[config.mk]
export PLATFORM = sky130hd
export DESIGN_NAME = cla_nibble_seq_adder
export DESIGN_NICKNAME = d
export VERILOG_FILES = /design/src/rtl/cla_nibble_seq_adder.sv
export SDC_FILE = /design/constraint.sdc
export NUM_CORES = 1
export LEC_CHECK = 0
export BUFFER_PORTS_ARGS = -buffer_cell sky130_fd_sc_hd__buf_2
export CAP_MARGIN = 20
export CORE_MARGIN = 1
export CORE_UTILIZATION = 45
export DETAILED_ROUTE_END_ITERATION = 8
export PLACE_DENSITY = 0.78
export SLEW_MARGIN = 20
export SYNTH_ARGS = -nofsm -noshare
export SYNTH_HDL_FRONTEND = slang
export SYNTH_SLANG_ARGS = --single-unit
[constraint.sdc]
create_clock -name clk -period 3.7 [get_ports clk]
set_clock_uncertainty 0.2 [all_clocks]
set_input_delay 0.185 -clock clk [delete_from_list [all_inputs] [get_ports clk]]
set_output_delay 0.185 -clock clk [all_outputs]
set_load 0.01 [all_outputs]
[src/rtl/cla_nibble_seq_adder.sv]
// cla_nibble_seq_adder
// Nibble-serial WIDTH-bit adder. Accepts one operand pair over a valid/ready
// handshake, adds one 4-bit nibble per clock (LSB nibble first) through a
// single 4-bit carry-lookahead slice, and presents the registered result over
// a valid/ready output handshake.
//
// Parameters:
//   WIDTH      operand/sum width, multiple of 4 and at least 4
// Ports:
//   clk        clock, rising edge
//   rst_n      asynchronous active-low reset
//   in_valid   operand pair on a/b/cin is valid
//   in_ready   block can accept an operand pair (IDLE only)
//   a, b       operands (unsigned or two's complement)
//   cin        carry into nibble 0
//   out_valid  result on sum/cout/overflow is valid (DONE only)
//   out_ready  consumer takes the result
//   sum        a + b + cin modulo 2^WIDTH
//   cout       carry out of bit WIDTH-1
//   overflow   signed overflow of the addition
module cla_nibble_seq_adder #(
    parameter int unsigned WIDTH = 16
) (
    input  logic             clk,
    input  logic             rst_n,
    input  logic             in_valid,
    output logic             in_ready,
    input  logic [WIDTH-1:0] a,
    input  logic [WIDTH-1:0] b,
    input  logic             cin,
    output logic             out_valid,
    input  logic             out_ready,
    output logic [WIDTH-1:0] sum,
    output logic             cout,
    output logic             overflow
);

    localparam int unsigned NIBBLES = WIDTH / 4;
    localparam int unsigned CNT_W   = (NIBBLES > 1) ? $clog2(NIBBLES) : 1;
    localparam logic [CNT_W-1:0] LAST_IDX = CNT_W'(NIBBLES - 1);

    typedef enum logic [1:0] {
        StIdle,
        StRun,
        StDone
    } state_e;

    state_e             r_state;
    logic [WIDTH-1:0]   r_a;
    logic [WIDTH-1:0]   r_b;
    logic               r_carry;
    logic [CNT_W-1:0]   r_cnt;
    logic [WIDTH-1:0]   r_sum;
    logic               r_cout;
    logic               r_ovf;

    // Bit offset of the current nibble (counter * 4).
    logic [CNT_W+1:0]   w_shamt;
    logic [WIDTH-1:0]   w_a_sh;
    logic [WIDTH-1:0]   w_b_sh;
    logic [3:0]         w_a_nib;
    logic [3:0]         w_b_nib;
    logic [3:0]         w_g;
    logic [3:0]         w_p;
    logic [4:0]         w_c;
    logic [3:0]         w_nib_sum;
    logic [WIDTH-1:0]   w_nib_mask;
    logic [WIDTH-1:0]   w_nib_ins;
    logic [WIDTH-1:0]   w_sum_next;
    logic               w_ovf_next;

    // Nibble select
    assign w_shamt = {r_cnt, 2'b00};
    assign w_a_sh  = r_a >> w_shamt;
    assign w_b_sh  = r_b >> w_shamt;
    assign w_a_nib = w_a_sh[3:0];
    assign w_b_nib = w_b_sh[3:0];

    // 4-bit carry-lookahead slice
    assign w_g    = w_a_nib & w_b_nib;
    assign w_p    = w_a_nib ^ w_b_nib;
    assign w_c[0] = r_carry;
    assign w_c[1] = w_g[0] | (w_p[0] & w_c[0]);
    assign w_c[2] = w_g[1] | (w_p[1] & w_g[0]) | (w_p[1] & w_p[0] & w_c[0]);
    assign w_c[3] = w_g[2] | (w_p[2] & w_g[1]) | (w_p[2] & w_p[1] & w_g[0])
                  | (w_p[2] & w_p[1] & w_p[0] & w_c[0]);
    assign w_c[4] = w_g[3] | (w_p[3] & w_g[2]) | (w_p[3] & w_p[2] & w_g[1])
                  | (w_p[3] & w_p[2] & w_p[1] & w_g[0])
                  | (w_p[3] & w_p[2] & w_p[1] & w_p[0] & w_c[0]);
    assign w_nib_sum = w_p ^ w_c[3:0];

    // Merge the slice sum into the result register at the current nibble.
    assign w_nib_mask = WIDTH'(4'hF) << w_shamt;
    assign w_nib_ins  = WIDTH'(w_nib_sum) << w_shamt;
    assign w_sum_next = (r_sum & ~w_nib_mask) | w_nib_ins;

    // Only meaningful on the last nibble, where w_sum_next holds the full sum.
    assign w_ovf_next = (r_a[WIDTH-1] == r_b[WIDTH-1]) &&
                        (w_sum_next[WIDTH-1] != r_a[WIDTH-1]);

    always_ff @(posedge clk or negedge rst_n) begin
        if (!rst_n) begin
            r_state <= StIdle;
            r_a     <= '0;
            r_b     <= '0;
            r_carry <= 1'b0;
            r_cnt   <= '0;
            r_sum   <= '0;
            r_cout  <= 1'b0;
            r_ovf   <= 1'b0;
        end else begin
            unique case (r_state)
                StIdle: begin
                    if (in_valid) begin
                        r_a     <= a;
                        r_b     <= b;
                        r_carry <= cin;
                        r_cnt   <= '0;
                        r_state <= StRun;
                    end
                end
                StRun: begin
                    r_sum   <= w_sum_next;
                    r_carry <= w_c[4];
                    if (r_cnt == LAST_IDX) begin
                        r_cout  <= w_c[4];
                        r_ovf   <= w_ovf_next;
                        r_state <= StDone;
                    end else begin
                        r_cnt <= r_cnt + CNT_W'(1);
                    end
                end
                StDone: begin
                    if (out_ready) begin
                        r_state <= StIdle;
                    end
                end
                default: r_state <= StIdle;
            endcase
        end
    end

    assign in_ready  = (r_state == StIdle);
    assign out_valid = (r_state == StDone);
    assign sum       = r_sum;
    assign cout      = r_cout;
    assign overflow  = r_ovf;

endmodule
======== Word-level counts from Yosys, hierarchy flattened ========
Index checks and enable logic that the tools add are counted.
storage, ports and cells
  bits of input ports ..................... 37
  register bits ........................... 55
  word-level logic and storage cells ...... 71
  output and inout port bits .............. 20
operators by class
  reduce and logical (&&, ||, !) cells .... 8
  $add $sub $neg .......................... 1
  shift operators ......................... 4
  bitwise operators ....................... 32
  eq/ne operators ......................... 9
  muxes and demuxes ....................... 9
operators with widths
  kind                                                   count
  right shift 16 x 4 -> 4 bit                            2
  bitwise AND 1 bit                                      16
  bitwise AND 16 bit                                     1
  NOT 16 bit                                             1
  bitwise OR 16 bit                                      1
  left shift 4 x 4 -> 16 bit                             1
  left shift 4 x 4 -> 16 bit, first input constant       1
  two-way mux 2 bit                                      5
  bitwise OR 1 bit                                       10
  bitwise XOR 4 bit                                      2
  inequality test 2 bit, second input constant           3
  case mux 2 bit (3 select lines)                        1
  AND reduction 2 bit                                    3
  AND reduction 3 bit                                    2
  bitwise AND 4 bit                                      1
  == test 2 bit, second input constant                   2
  case mux 2 bit (2 select lines)                        1
  adder 2 x 1 -> 2 bit, second input constant            1
  == test 2 x 1 -> 1 bit, second input constant          1
  logical NOT 2 bit                                      1
  inequality test 2 x 1 -> 1 bit, second input constant  1
  case mux 1 bit (2 select lines)                        1
  nonzero test 2 bit                                     1
  == test 1 bit                                          1
  other kinds (3)                                        3

======== Logic depth before layout (Yosys ltp) ========
Gate-level depths: netlist of the first run.
  depth after elaboration ................. 11
  gate-level depth with buffers ........... 9
  mapped depth without buffers ............ 7

======== Least setup slack after synthesis of the first run ========
No wires, ideal clock.
  kind .................................... reg2reg
  start ................................... reg r_cnt[0]
  end ..................................... reg r_ovf (netlist: overflow)
  required time ........................... 3.423 ns
  setup slack ............................. 1.072 ns
  clock period less this slack ............ 2.628 ns
  stages on the path, launching flop included .. 10
  arrival ................................. 2.351 ns
  setup time .............................. 0.077 ns
  buffers on the path ..................... 2
  cells stage by stage .................... dfrtp_1 > clkbuf_2 > buf_6 > mux4_2 > ha_1 > a41oi_2 > o21ai_2 > xor2_2 > a31o_1 > a21oi_1
between the ends
  longest elaborated chain between the ends .. 11
ends and longest elaborated chain
  item                                                    line    source
  from (decl)                                             52      logic [CNT_W-1:0] r_cnt;
  from (signal assigned)                                  130     r_cnt <= r_cnt + CNT_W'(1);
  right shift 16 x 4 -> 4 bit, on equally long branches   74, 75
  bitwise XOR 4 bit or bitwise AND 4 bit (tied branches)  81, 80
  bitwise AND 1 bit, on equally long branches             85, 86
  bitwise OR 1 bit (tied with other cells)                85      assign w_c[3] = w_g[2] | (w_p[2] & w_g[1]) | (w_p[2] & w_p[1] & w_g[0])
  bitwise OR 1 bit or bitwise AND 1 bit (tied branches)   85, 86
  bitwise OR 1 bit                                        86      | (w_p[2] & w_p[1] & w_p[0] & w_c[0]);
  bitwise XOR 4 bit                                       90      assign w_nib_sum = w_p ^ w_c[3:0];
  left shift 4 x 4 -> 16 bit                              94      assign w_nib_ins = WIDTH'(w_nib_sum) << w_shamt;
  bitwise OR 16 bit                                       95      assign w_sum_next = (r_sum & ~w_nib_mask) | w_nib_ins;
  inequality test 1 bit                                   99      (w_sum_next[WIDTH-1] != r_a[WIDTH-1]);
  logical AND 1 bit                                       98      assign w_ovf_next = (r_a[WIDTH-1] == r_b[WIDTH-1]) &&
  to (signal assigned)                                    127     r_ovf <= w_ovf_next;
  to (decl)                                               55      logic r_ovf;
Several ways; a longest one is shown, not always the timed one.
A chain may end at the register's enable or synchronous reset.

======== Final worst setup path of the first run ========
Ends and elaborated chain as after synthesis.

==> metrics, run 1 <==
fraction of the core area covered by cells at the end of the flow 0.623; xor and xnor area share after synthesis 0.0134; total leakage power 1.54 nW; PwrDens 981 nW/µm²; Max rail drop VDD 0.556 mV; cell area reported after detailed placement 2840 µm²; combinational family with the most area after synthesis multiplexers; Placer Congestion ~0.74; Post-Synth Adder-Cell Area 0.0476; Mapped Area 2520 µm²; Critical Path Max Stage Delay 0.83 ns; Design Area, Final 3260 µm²; required time worst endpoint 3.73 ns; final worst path period share 0.796; pre-CTS setup slack around 0.74 ns; worst rel slew slack 0.420; simple logic cell fraction of the synthesized area 0.0372; buffers added on ports 56; most area-hungry cell type in the Yosys netlist sky130_fd_sc_hd__dfrtp_1; total grt overflow 0; first-iteration detailed-routing DRC count 85; min-delay worst type in2reg; cell type group with the largest total delay on the critical path flip-flops; GR Util All Layers 0.200; sequential fraction of the synthesis area 0.545; worst-margin pin slew 0.870 ns; antenna violation net count after detailed routing 0; routed len/inst 15.6 µm; clk buf depth 2; Post-Route Setup TNS 0 ns; number of buffer and inverter stages on the critical path 0; Synth Area per Inst 14.3 µm²; Die Footprint just under 6000 µm²; drt pass-1 iters 4; worst path arrival time around 3 ns; startpoint kind of the worst setup timing path register; via total after detailed routing 1748; IO Count 57; Std-Cell Rows 26; flop and latch count out of synthesis 55; floorplan die width a little under 80 µm; total wire length 5.28 mm; endpoints failing hold 0; Finish-stage setup viols 0; fmax 339 MHz; total placed cells including tap cells 297; DRC errors left 0; outcome complete, no violations; vias in the first global route 1870; final layout net count 314; global-route wire length before repair 8.99 mm; height of the chip 76.9 µm; maximum capacitance violations 0; clock sink count 55; share of final-layout standard cells stronger than drive strength 1 0.422; post-route setup slack 0.754 ns; maximum level of the CTS H-tree 2; antenna violations before repair 0; final worst hold slack ~0.0023 ns; leading cell types by total area after synthesis sky130_fd_sc_hd__dfrtp_1 55%, sky130_fd_sc_hd__mux2_2 15%, sky130_fd_sc_hd__mux4_2 7.1%; number of diodes added for antenna fixing 0; layout-stage area growth over the synthesis result 29.4%; clock slew at the register clock pins of the worst setup and hold paths around 0.090 ns; Power, Total around 3.2 mW; CTS root buf sky130_fd_sc_hd__clkbuf_8; worst skew pair latency around 0.30 ns; unrepaired setup endpoints after global routing false; gate count of the mapped netlist 177; total of cells resized after clock tree synthesis 0; average via count per standard cell 5.17; Ys Warns 0; core box area 5240 µm²; Post-Synthesis Net Count between 200 and 250; clock tree from TritonCTS built; capturing element type of the critical path register; peak fanout along the critical path 16; proportion of synthesized area in mux cells 0.219; starting utilization of the core area 0.482; cell with the largest stage delay on the worst path sky130_fd_sc_hd__dfrtp_1; CTS buffer count 5; Synth Area in Compound Gates 0.0967; time the worst path needs with I/O delays and setup 2.95 ns; DP HPWL approximately 3.5 mm; number of unique standard cell types used by synthesis 27; final non-filler cell total approximately 340; CP cell instances mux4_2 > ha_1 > a41oi_2 > o21ai_2 > xor2_2 > a31o_1 > a21oi_1; largest net degree at the start of global routing 42; Worst Setup Path Type reg2reg; Slew Viols, Final 0; Synth top area share 0.545
[routing by layer]
layer / vias up / global-route usage / routed length (µm)
li1: 823 / - / -
met1: 869 / 0.251 / 2330
met2: 47 / 0.345 / 2680
met3: 9 / 0.0393 / 170
met4: 0 / 0.0654 / 105
met5: - / 0 / 0
[cell families after synthesis]
logic type	count (synthesis)
XOR/XNOR	3
AND/OR/NAND/NOR	21
AO/OA/AOI/OAI	31
adder cells (fa/ha/maj)	9
multiplexers	41
flip-flops	55
buffers and inverters	17
[cells in the mapped netlist]
cell type and number:
sky130_fd_sc_hd__nor2_1 5, sky130_fd_sc_hd__a22o_1 12, sky130_fd_sc_hd__nand2_1 8, sky130_fd_sc_hd__ha_1 8, sky130_fd_sc_hd__mux4_2 8, sky130_fd_sc_hd__clkbuf_2 1
sky130_fd_sc_hd__nand2b_1 2, sky130_fd_sc_hd__a22o_2 4, sky130_fd_sc_hd__inv_1 9, sky130_fd_sc_hd__a31o_1 1, sky130_fd_sc_hd__buf_2 1, sky130_fd_sc_hd__clkbuf_1 1
sky130_fd_sc_hd__buf_6 5, sky130_fd_sc_hd__a211oi_1 1, sky130_fd_sc_hd__a41oi_2 1, sky130_fd_sc_hd__o21ai_2 1, sky130_fd_sc_hd__fa_1 1, sky130_fd_sc_hd__o21ai_0 3
sky130_fd_sc_hd__a21o_1 1, sky130_fd_sc_hd__a21oi_1 7, sky130_fd_sc_hd__dfrtp_1 55, sky130_fd_sc_hd__nor2b_1 1, sky130_fd_sc_hd__xnor2_1 2, sky130_fd_sc_hd__mux2_2 33
sky130_fd_sc_hd__and2_1 1, sky130_fd_sc_hd__xor2_2 1, sky130_fd_sc_hd__nor3_1 4
[final timing paths]
path / start / endpoint / slack (ns) / cells past startpoint
max: r_cnt[0] / overflow / 0.75 / 7
min: cin / r_carry / 0.002 / 3
max reg2reg: r_cnt[0] / overflow / 0.75 / 7
min reg2reg: cout / cout / 0.29 / 2
max in group asynchronous: rst_n / sum[2] / 2.23 / 3
min in group asynchronous: rst_n / r_a[10] / 0.34 / 2
[tightest hold or removal path, stage by stage]
cell,delay [ns]
sky130_fd_sc_hd__buf_2,0.08
sky130_fd_sc_hd__a211oi_1,0.05
sky130_fd_sc_hd__a21oi_1,0.14
[cell type report]
| cell class | instances | area (µm²) |
|---|---|---|
| Sequential cell | 55 | 1380 |
| Multi-Input combinational cell | 105 | 1040 |
| Fill cell | 405 | 1970 |
| Timing Repair Buffer | 92 | 636 |
| Clock buffer | 6 | 82.6 |
| Inverter | 9 | 33.8 |
| Tap cell | 70 | 87.6 |
| Clock inverter | 1 | 5.00 |
[power by group]
part           internal (mW)  total [mW]  leakage, nW  switching [mW]
Sequential             0.908        1.15        0.662           0.237
Combinational          0.854        1.73        0.826           0.873
Clock                  0.147       0.329       0.0470           0.181
[registers in the layout (all words and copies together), names as in the netlist]
signal and count:
sum 16, overflow 1, r_b 16, r_carry 1, r_a 16, cout 1
r_cnt 2, r_state 2
[cell usage in the layout, fill, tap and decap left out, types with 2 or more instances in the layout]
cell type,synthesis,routed
sky130_fd_sc_hd__mux2_2,33,33
sky130_fd_sc_hd__buf_4,0,2
sky130_fd_sc_hd__a22o_1,12,12
sky130_fd_sc_hd__dlygate4sd3_1,0,34
sky130_fd_sc_hd__ha_1,8,8
sky130_fd_sc_hd__dfrtp_1,55,55
sky130_fd_sc_hd__inv_1,9,9
sky130_fd_sc_hd__nand2_1,8,8
sky130_fd_sc_hd__mux4_2,8,8
sky130_fd_sc_hd__nor3_1,4,4
sky130_fd_sc_hd__nand2b_1,2,2
sky130_fd_sc_hd__o21ai_0,3,3
sky130_fd_sc_hd__clkbuf_8,0,6
sky130_fd_sc_hd__a22o_2,4,4
sky130_fd_sc_hd__buf_2,1,56
sky130_fd_sc_hd__a21oi_1,7,7
sky130_fd_sc_hd__nor2_1,5,5
sky130_fd_sc_hd__xnor2_1,2,2
[repair_timing]
action	4_1_cts	5_1_grt
hold buffers	34	0
buffers inserted	0	0
hold endpoints to repair	73	0
(Power assumes the default switching activity.)
==> run 2, diff against run 1 <==
Settings changed: PLACE_DENSITY 0.78 to 0.81.
Clock period 3.7 ns to 2.7 ns, I/O delays scaled along.
==> run 2 against run 1 <==
  * Global-route usage grew 0.46 points
  * Die area is the same
  * Worst hold slack gained 0.17 ns
  * Critical path type unchanged
  * Via count grew 1.8%
  * Largest power group unchanged
==> metrics, run 2 (same netlist as run 1, synthesis figures left out) <==
clock tree from TritonCTS built; CTS buffer count 5; cell with the largest stage delay on the worst path sky130_fd_sc_hd__mux4_2; height of the chip 76.9 µm; global-route wire length before repair 9.22 mm; final layout net count 320; Finish-stage setup viols 0; endpoints failing hold 0; Max rail drop VDD 0.691 mV; met3 capacity usage during global routing 0.0393; total area of sequential cells 1380 µm²; maximum capacitance violations 0; total grt overflow 0; worst rel slew slack 0.588; number of filler instances in the final layout 397; final non-filler cell total between 300 and 400; starting utilization of the core area 0.482; fmax 385 MHz; global routing usage on met2 0.342; Slew Viols, Final 0; fraction of the core area covered by cells at the end of the flow 0.638; final worst path period share 0.963; antenna violation net count after detailed routing 0; depth of the worst register-to-register path 8; DRC errors left 0; min-delay worst type in2async; clock slew at the register clock pins of the worst setup and hold paths roughly 0.09 ns; DP HPWL 3.79 mm; Std-Cell Rows 26; drt pass-1 iters 4; share of final-layout standard cells stronger than drive strength 1 0.444; PwrDens 1430 nW/µm²; Critical Path Max Stage Delay 0.51 ns; area used by multi-input combinational logic 1070 µm²; worst skew pair latency 0.31 ns; outcome complete, no violations; GR Util All Layers 0.204; total placed cells including tap cells 301; worst-margin pin slew 0.618 ns; vias in the first global route 1889; Placer Congestion approximately 0.81; via total after detailed routing 1780; startpoint kind of the worst setup timing path register; required time worst endpoint approximately 2.7 ns; peak fanout along the critical path 11; first-iteration detailed-routing DRC count 130; number of diodes added for antenna fixing 0; floorplan die width between 70 and 80 µm; IO Count 57; time the worst path needs with I/O delays and setup 2.60 ns; clk buf depth 2; CP cell instances buf_6 > mux4_2 > ha_2 > a41oi_2 > o21ai_2 > xor2_2 > buf_4 > a22o_2; most frequent cells in the layout 56 x sky130_fd_sc_hd__buf_2, 55 x sky130_fd_sc_hd__dfrtp_1, 35 x sky130_fd_sc_hd__dlygate4sd3_1; buffers added on ports 56; Worst Setup Path Type reg2reg; busiest metal layer after global routing met2; largest net degree at the start of global routing 36; worst path arrival time 2.60 ns; routed len/inst 15.6 µm; antenna violations before repair 0; Die Footprint 5910 µm²; total wire length 5.37 mm; total leakage power around 1.6 nW; clock sink count 55; maximum level of the CTS H-tree 2; CTS root buf sky130_fd_sc_hd__clkbuf_8; capturing element type of the critical path register; layout-stage area growth over the synthesis result 32.3%; commonest non-fill, non-tap cell in the layout sky130_fd_sc_hd__buf_2; average via count per standard cell 5.16; core box area 5240 µm²; global routing met1 resource utilization 0.264
==> run 2: power by group <==
part | leakage, nW | total (mW) | internal, mW | switching (mW)
clock network | 0.0477 | 0.430 | 0.178 | 0.252
registers | 0.662 | 1.51 | 1.25 | 0.265
logic | 0.854 | 2.82 | 1.43 | 1.39
==> run 2: routing by layer <==
metal / routed length, µm / up-vias
li1: - / 839
met1: 2310 / 880
met2: 2750 / 55
met3: 246 / 6
met4: 70 / 0
met5: 0 / -
==> run 2: final timing paths <==
path / startpoint / to / slack, ns
min: rst_n / sum[8] / 0.17
max reg2reg: r_cnt[0] / sum[3] / 0.10
max: r_cnt[0] / sum[3] / 0.10
max in group asynchronous: rst_n / r_a[12] / 1.34
min reg2reg: cout / cout / 0.30
min in group clk: cout / cout / 0.30
==> run 2: what timing repair did <==
item / in CTS / in global routing
endpoints found under the setup margin: 0 / 1
buffers inserted: 0 / 1
endpoints found under the hold margin: 61 / 0
gates resized for setup: 0 / 4
hold buffers: 35 / 0
==> run 2: through the flow <==
| stage | cell area (µm²) | hold slack, ns | TNS, ns | total power [mW] | setup slack, ns |
|---|---|---|---|---|---|
| after global placement | 2870 | -0.0230 | 0 | 3.95 | 0.172 |
| after CTS | 3300 | 0.190 | 0 | 4.55 | 0.0608 |
| final | 3340 | 0.171 | 0 | 4.77 | 0.100 |
| after global routing | 3340 | 0.225 | -0.0119 | 5.11 | -0.00565 |
| after detailed placement | 2870 | -0.00773 | 0 | 4.08 | 0.0732 |
| after floorplan | 2520 | -0.361 | 0 | 3.34 | 0.0716 |
==> run 2: worst max-delay path: cells and delay by family (launching register included) <==
kind                     cells  cell delay [ns]
flip-flops                   1             0.37
AO/OA/AOI/OAI                3             0.56
adder cells (fa/ha/maj)      1             0.33
multiplexers                 1             0.51
buffers and inverters        2             0.33
XOR/XNOR                     1             0.20
==> run 2: final cells by class <==
cell class	instances	area share
Clock buffer	5	0.0206
Tap cell	70	0.0262
Inverter	9	0.0101
Timing Repair Buffer	98	0.206
Clock inverter	3	0.00450
Multi-Input combinational cell	105	0.321
Sequential cell	55	0.412
